### config.mk
export PLATFORM = sky130hd
export DESIGN_NAME = reg_scoreboard
export DESIGN_NICKNAME = d
export VERILOG_FILES = /design/src/rtl/reg_scoreboard.sv
export SDC_FILE = /design/constraint.sdc
export NUM_CORES = 1
export LEC_CHECK = 0
export CORE_MARGIN = 2
export CORE_UTILIZATION = 58
export DETAILED_ROUTE_END_ITERATION = 8
export HOLD_SLACK_MARGIN = 0.1
export PLACE_DENSITY = 0.79
export REMOVE_ABC_BUFFERS = 1
export SETUP_SLACK_MARGIN = 0.1
export SYNTH_ARGS = -nofsm -noshare
export SYNTH_HDL_FRONTEND = slang
export SYNTH_SLANG_ARGS = --single-unit
### constraint.sdc
create_clock -name clk -period 19.8 [get_ports clk]
set_clock_uncertainty 0.1 [all_clocks]
set_input_delay 3.96 -clock clk [delete_from_list [all_inputs] [get_ports clk]]
set_output_delay 3.96 -clock clk [all_outputs]
set_load 0.03 [all_outputs]
### src/rtl/reg_scoreboard.sv
// Register scoreboard: per-register pending-write counters and RAW/WAW issue stall.
// Also sequences a drain: issue is held until every pending write has retired.
module reg_scoreboard #(
  parameter int NUM_REGS = 32,
  parameter int ADDR_W   = 5,
  parameter int CNT_W    = 2
) (
  input  logic                    clk,
  input  logic                    reset,
  input  logic                    issue_valid,
  input  logic [ADDR_W-1:0]       issue_src1,
  input  logic [ADDR_W-1:0]       issue_src2,
  input  logic [ADDR_W-1:0]       issue_dest,
  input  logic                    issue_writes,
  output logic                    issue_ready,
  input  logic                    wb_valid,
  input  logic [ADDR_W-1:0]       wb_dest,
  input  logic                    flush,
  input  logic                    drain_req,
  output logic                    drain_done,
  output logic [NUM_REGS-1:0]     busy_mask,
  output logic [ADDR_W+CNT_W-1:0] outstanding,
  output logic                    wb_err
);

  localparam int OUT_W = ADDR_W + CNT_W;
  localparam logic [CNT_W-1:0] MAX_PEND = '1;

  typedef enum logic [1:0] {ST_RUN, ST_DRAIN, ST_DONE} state_t;

  state_t                             r_state;
  logic                               r_drain_done;
  logic                               r_wb_err;
  logic [NUM_REGS-1:0][CNT_W-1:0]     w_pend;
  logic [OUT_W-1:0]                   w_sum;
  logic                               w_haz;
  logic                               w_accept;
  logic                               w_wb_orphan;

  // Register 0 is hardwired zero, so its counter is a constant rather than state.
  generate
    for (genvar gi = 0; gi < NUM_REGS; gi++) begin : g_reg
      if (gi == 0) begin : g_zero
        assign w_pend[gi] = '0;
      end else begin : g_cnt
        logic [CNT_W-1:0] r_cnt;
        logic             w_inc;
        logic             w_dec;

        assign w_inc = w_accept && issue_writes && (issue_dest == ADDR_W'(gi));
        assign w_dec = wb_valid && (wb_dest == ADDR_W'(gi)) && (r_cnt != '0);

        always_ff @(posedge clk or negedge reset) begin
          if (!reset) begin
            r_cnt <= '0;
          end else if (flush) begin
            r_cnt <= '0;
          end else if (w_inc && !w_dec) begin
            r_cnt <= r_cnt + 1'b1;
          end else if (w_dec && !w_inc) begin
            r_cnt <= r_cnt - 1'b1;
          end
        end

        assign w_pend[gi] = r_cnt;
      end
      assign busy_mask[gi] = |w_pend[gi];
    end
  endgenerate

  always_comb begin
    w_sum = '0;
    for (int i = 0; i < NUM_REGS; i++) begin
      w_sum = w_sum + OUT_W'(w_pend[i]);
    end
  end

  // Hazards look only at registered counters; a same-cycle writeback never bypasses.
  assign w_haz = ((issue_src1 != '0) && (w_pend[issue_src1] != '0)) ||
                 ((issue_src2 != '0) && (w_pend[issue_src2] != '0)) ||
                 (issue_writes && (issue_dest != '0) && (w_pend[issue_dest] == MAX_PEND));

  assign w_accept    = issue_valid && (r_state == ST_RUN) && !w_haz && !flush;
  assign w_wb_orphan = wb_valid && (wb_dest != '0) && (w_pend[wb_dest] == '0) && !flush;

  always_ff @(posedge clk or negedge reset) begin
    if (!reset) begin
      r_state      <= ST_RUN;
      r_drain_done <= 1'b0;
      r_wb_err     <= 1'b0;
    end else begin
      r_drain_done <= 1'b0;
      if (w_wb_orphan) begin
        r_wb_err <= 1'b1;
      end
      case (r_state)
        ST_RUN: begin
          if (flush || (drain_req && (w_sum == '0))) begin
            r_state      <= ST_DONE;
            r_drain_done <= 1'b1;
          end else if (drain_req) begin
            r_state <= ST_DRAIN;
          end
        end
        ST_DRAIN: begin
          if (flush || (w_sum == '0)) begin
            r_state      <= ST_DONE;
            r_drain_done <= 1'b1;
          end
        end
        default: begin
          r_state <= ST_RUN;
        end
      endcase
    end
  end

  assign issue_ready = w_accept;
  assign drain_done  = r_drain_done;
  assign outstanding = w_sum;
  assign wb_err      = r_wb_err;

endmodule
; Word level (Yosys, flattened, before mapping)
; Cells that the tools add are included.
[classes]
reduce_logical = 338
magnitude_cmp = 4
addsub = 92
muxes = 108
n_eq_ne = 66
[op_table]
columns = operator, count
row1 = $mux 2, 100
row2 = $add 7x2->7, 25
row3 = $logic_and 1x1->1, 167
row4 = $eq 5x5->1 const B, 32
row5 = $reduce_bool 3->1, 31
row6 = $eq 5x4->1 const B, 16
row7 = $reduce_bool 2->1, 33
row8 = $logic_not 1->1, 64
row9 = $add 2x1->2 const B, 31
row10 = $reduce_or 2->1, 31
row11 = $sub 2x1->2 const B, 31
row12 = $bmux 2 s5, 4
row13 = $eq 5x3->1 const B, 8
row14 = $lt 5x6->1 const B, 4
row15 = $eq 5x2->1 const B, 4
row16 = $reduce_bool 5->1, 4
row17 = $eq 5x1->1 const B, 2
row18 = $add 6x2->7, 1
row19 = $logic_not 7->1, 1
row20 = $add 5x2->6, 1
row21 = $add 4x2->5, 1
row22 = $add 3x2->4, 1
row23 = $logic_not 2->1, 2
row24 = $logic_or 1x1->1, 4
row25 = other kinds (9), 10
[word_totals]
output_inout_bits = 42
wordCells = 642
input_bits = 27
reg_bits = 66

; Logic depth before layout (Yosys ltp)
[depth]
depth_word = 35
ltp_mapped = 22

; Least setup slack after synthesis
; Ideal clock, no wire load.
[synth_path]
path_kind = input to output
from = input port issue_src1[4]
to = output port issue_ready
arrival_ps = 6291
stages = 6
path_buffers = 2
path_slack_ps = 9449
cell_sequence = clkbuf_1 mux4_2 a2111oi_2 a311oi_4 buf_6 nor3_1
[synth_via]
elab_chain_len = 9
word_cells_on_any_way = 10
[synth_rtl]
columns = element, line
row1 = "start, declared", 11  ; input logic [ADDR_W-1:0] issue_src1,
row2 = $bmux 2 s5, 79  ; assign w_haz = ((issue_src1 != '0) && (w_pend[issue_src1] != '0)) ||
row3 = $mux 2 (not written as such), 79
row4 = $reduce_bool 2->1, 79
row5 = $logic_and 1x1->1 *, 79
row6 = $logic_or 1x1->1 *, 79
row7 = $logic_or 1x1->1 *, 80  ; ((issue_src2 != '0) && (w_pend[issue_src2] != '0)) ||
row8 = $logic_not 1->1 *, 83  ; assign w_accept = issue_valid && (r_state == ST_RUN) && !w_haz && !flush;
row9 = $logic_and 1x1->1 * (2 in a row), 83
row10 = "end, declared", 15  ; output logic issue_ready,
; Mark *: on every way between the ends. The rest lies on a longest branch, timed or not. The select of a mux whose other input is x is not followed.

; Final worst setup path
[layout_path]
from = input port issue_dest[0]
to = output port issue_ready
[layout_via]
elab_chain_len = 8
word_cells_on_any_way = 10
[layout_rtl]
columns = element, line
row1 = "start, declared", 13  ; input logic [ADDR_W-1:0] issue_dest,
row2 = $bmux 2 s5, 81  ; (issue_writes && (issue_dest != '0) && (w_pend[issue_dest] == MAX_PEND));
row3 = $mux 2 (not written as such), 81
row4 = $eq 2x2->1, 81
row5 = $logic_and 1x1->1 *, 81
row6 = $logic_or 1x1->1 *, 80
row7 = $logic_not 1->1 *, 83
row8 = $logic_and 1x1->1 * (2 in a row), 83
; Marked as above.

==> flow_summary.yaml <==
outcome:
  outcome: "completed"
clocking:
  post_cts.repair.setup_buffers: 0
  post_cts_resized: 0
  clk_pin_slew_worst_paths_ps: 60
  tritoncts: "built"
  worstSkewPairLatency_ps: 360
  ctsHtreeMaxLevel: 3
  numClockSinks: 66
  cts-root-to-sink-buffers: 2
  cts_root_buf: "clkbuf_16"
  cts_buffers: 9
  cts-hold-fix-buffers: 0
job:
  timing.max_cap.violations: 0
global_route:
  grt.met1_usage_pct: 50.5
  grt_pass1_vias: 7238
  global_route.usage.met3_pct: 10.6
  grtUsageMet2_pct: 54.3
  globalRouteTotalUtil_pct: 37.0
  overflow: 0
  global_route_wire_length_before_repair_mm: 40.8
  busiest_layer: "met2"
  grt_max_degree: 67
  initial_antenna_violation_count: 0
floorplan:
  die_w_microns: 122
  die_y_microns: 122
  io_pins: 69
  initial_utilization_pct: 59.9
  placement_rows: 42
  core_region_area_sq_um: 13400
  fp.dieArea_sq_um: 14800
route:
  drt_pre_antenna_iters: 5
  drt-total-wl_mm: 26.2
  via_cell_ratio: 6.93
  drtAntennaViolNets: 0
  initialDrtViolationCount: 936
  routed-via-count: 7539
  detail_route.drc_violations: 0
  detail_route.wl_per_cell_microns: 24.0
layout:
  num-nets-final: 1003
  finish.cell_count_without_fillers: 1088
  final_util_pct: 66.6
  antenna_cells: 0
  layout-area-overhead-vs-synth_pct: 11.2
  layout-drive-gt1-share_pct: 11.7
setup_path:
  critical_path.most_common_cell: "clkdlybuf4s50_1"
  timing.critical_path.cells: "clkdlybuf4s50_1 > mux4_2 > inv_1 > o22ai_1 > o21ai_0 > nand4_1 > nor3_1 > clkdlybuf4s50_1"
  worst_path_largest_cell_delay_ps: 1110
  timing.critical_path.from_type: "primary input"
  crit_type: "in2out"
  timing.critical_path.arrival_ps: 7270
  path_delay_family: "buffers and inverters"
  setup.worst_path.end_class: "primary output"
  critical_path.n_buffers_inverters: 3
  worst_path_max_delay_cell: "clkdlybuf4s50_1"
  crit_fanout: 21
  worst-endpoint-required_ps: 15740
timing:
  post-route-period-util_pct: 57.2
  post-route-min-period_ps: 11330
  timing.slew.headroom_pct: 20.7
  hold_ws_ps: 397
  slew_viol_final: 0
  setup_viol_count_final: 0
  setup-tns-final_ps: 0
  worst_margin_slew_ps: 1180
  highest_clock_rate_ghz: 0.0883
  timing_hold_violations_final: 0
  grt_setup_unrepaired: "no"
synthesis:
  syn-instance-count: 886
  post_synth_main_area_contributors: "dfrtp_1 (21%), fa_1 (14%), mux4_2 (9.0%), inv_1 (5.8%), nor3_1 (4.2%)"
  synth_seq_cells: 66
  postSynth.asyncResetShare_pct: 100
  part_of_the_yosys_area_used_for_sequential_elements_pct: 20.6
  netlist.top_cell.by_area: "dfrtp_1"
  synthesis.area_sq_um: 8030
  syn-mean-instance-area_sq_um: 9.06
  netlist_top_cells_count: "inv_1 (125), nor3_1 (67), dfrtp_1 (66)"
  yosysUniqueCellTypes: 70
  ys_warn_count: 0
  synth_top_area_share_pct: 20.6
  synth_edf_count: 0
  synthMostInstantiatedCell: "inv_1"
  ys_dominant_reg_cell: "dfrtp_1"
worst_hold_path:
  hold_path_class: "reg2reg"
placed_design:
  gp_congestion: 1.01
  port_buffers: 67
  hpwlAfterDp_mm: 19.5
  placed_cells: 1072
power:
  finalPower_uw: 364
  power_leakage_uw: 0.00374
  pwr_density_cell_nw_per_um2: 40.8
  worst_ir_drop_vdd_uv: 41.0
## power breakdown
group          internal, uW  leakage [uW]  switching [uW]
logic                  18.0       0.00269            44.5
clock network          97.3      0.000138            66.8
registers               136      0.000913            1.13
total                   251       0.00374             112
## cells in the final DEF, fill, tap and decap left out, drive strengths merged, types with 8 or more instances in the layout
master         instances
and3                  22
nand2                 47
a21oi                 32
fa                    57
ha                    12
o211ai                14
nor3                  69
mux4                  35
or3                   12
nor4                  43
inv                  126
nor2b                 13
and4                   8
clkdlybuf4s50         65
a2bb2oi                8
nor3b                 10
dfrtp                 66
and2                  11
nand2b                11
o21ai                 38
or4                    8
nor2                  53
nand3                 26
clkbuf                13
a22oi                 16
buf                    8
## cell families after synthesis
group                      share of synthesized area [%]
and+or+nand+nor                                     28.1
DFF                                                 20.6
adders and majority gates                           16.1
xor gates and xnor gates                           0.764
muxes                                               11.5
AOI/OAI and AO/OA                                   13.2
other                                             0.0467
buffers and inverters                               9.76
## metrics by stage
stage / instance area [sq um] / worst slack, ps
5_1_grt: 8930 / 8460
2_1_floorplan: 7720 / 9100
4_1_cts: 8930 / 8600
3_5_place_dp: 8650 / 8610
6_report: 8930 / 8470
3_3_place_gp: 8650 / 8660
## sequential cells by signal, indices dropped and copies added, names as in the netlist
name	count
g.g_cnt.r_cnt	62
drain_done	1
r_state	2
wb_err	1
## routing by layer
metal / share of wire (%) / vias up
li1: - / 3219
met1: 37 / 3626
met2: 43 / 591
met3: 14 / 101
met4: 4.6 / 2
met5: 0.19 / -
## cell type report
class | count | area, sq um
multi-input combinational | 631 | 5600
inverter | 126 | 473
clock buffer | 13 | 240
sequential | 66 | 1650
timing repair buffer | 73 | 706
fill | 1098 | 4470
clock inverter | 3 | 40.0
tap | 176 | 220
## final timing paths
kind	startpoint	endpoint	slack [ps]	cells past startpoint
min reg2reg	wb_err$_DFFE_PN0P_	wb_err$_DFFE_PN0P_	400	1
min	wb_err$_DFFE_PN0P_	wb_err$_DFFE_PN0P_	400	1
max reg2reg	g_reg[8].g_cnt.r_cnt[1]$_DFFE_PN0P_	r_state[1]$_DFFE_PN0P_	13320	18
min in group asynchronous	reset	r_state[1]$_DFFE_PN0P_	3720	2
max	issue_dest[0]	issue_ready	8470	8
max in group asynchronous	reset	g_reg[4].g_cnt.r_cnt[1]$_DFFE_PN0P_	15270	2
No activity file was read; power rests on OpenSTA's default activity.
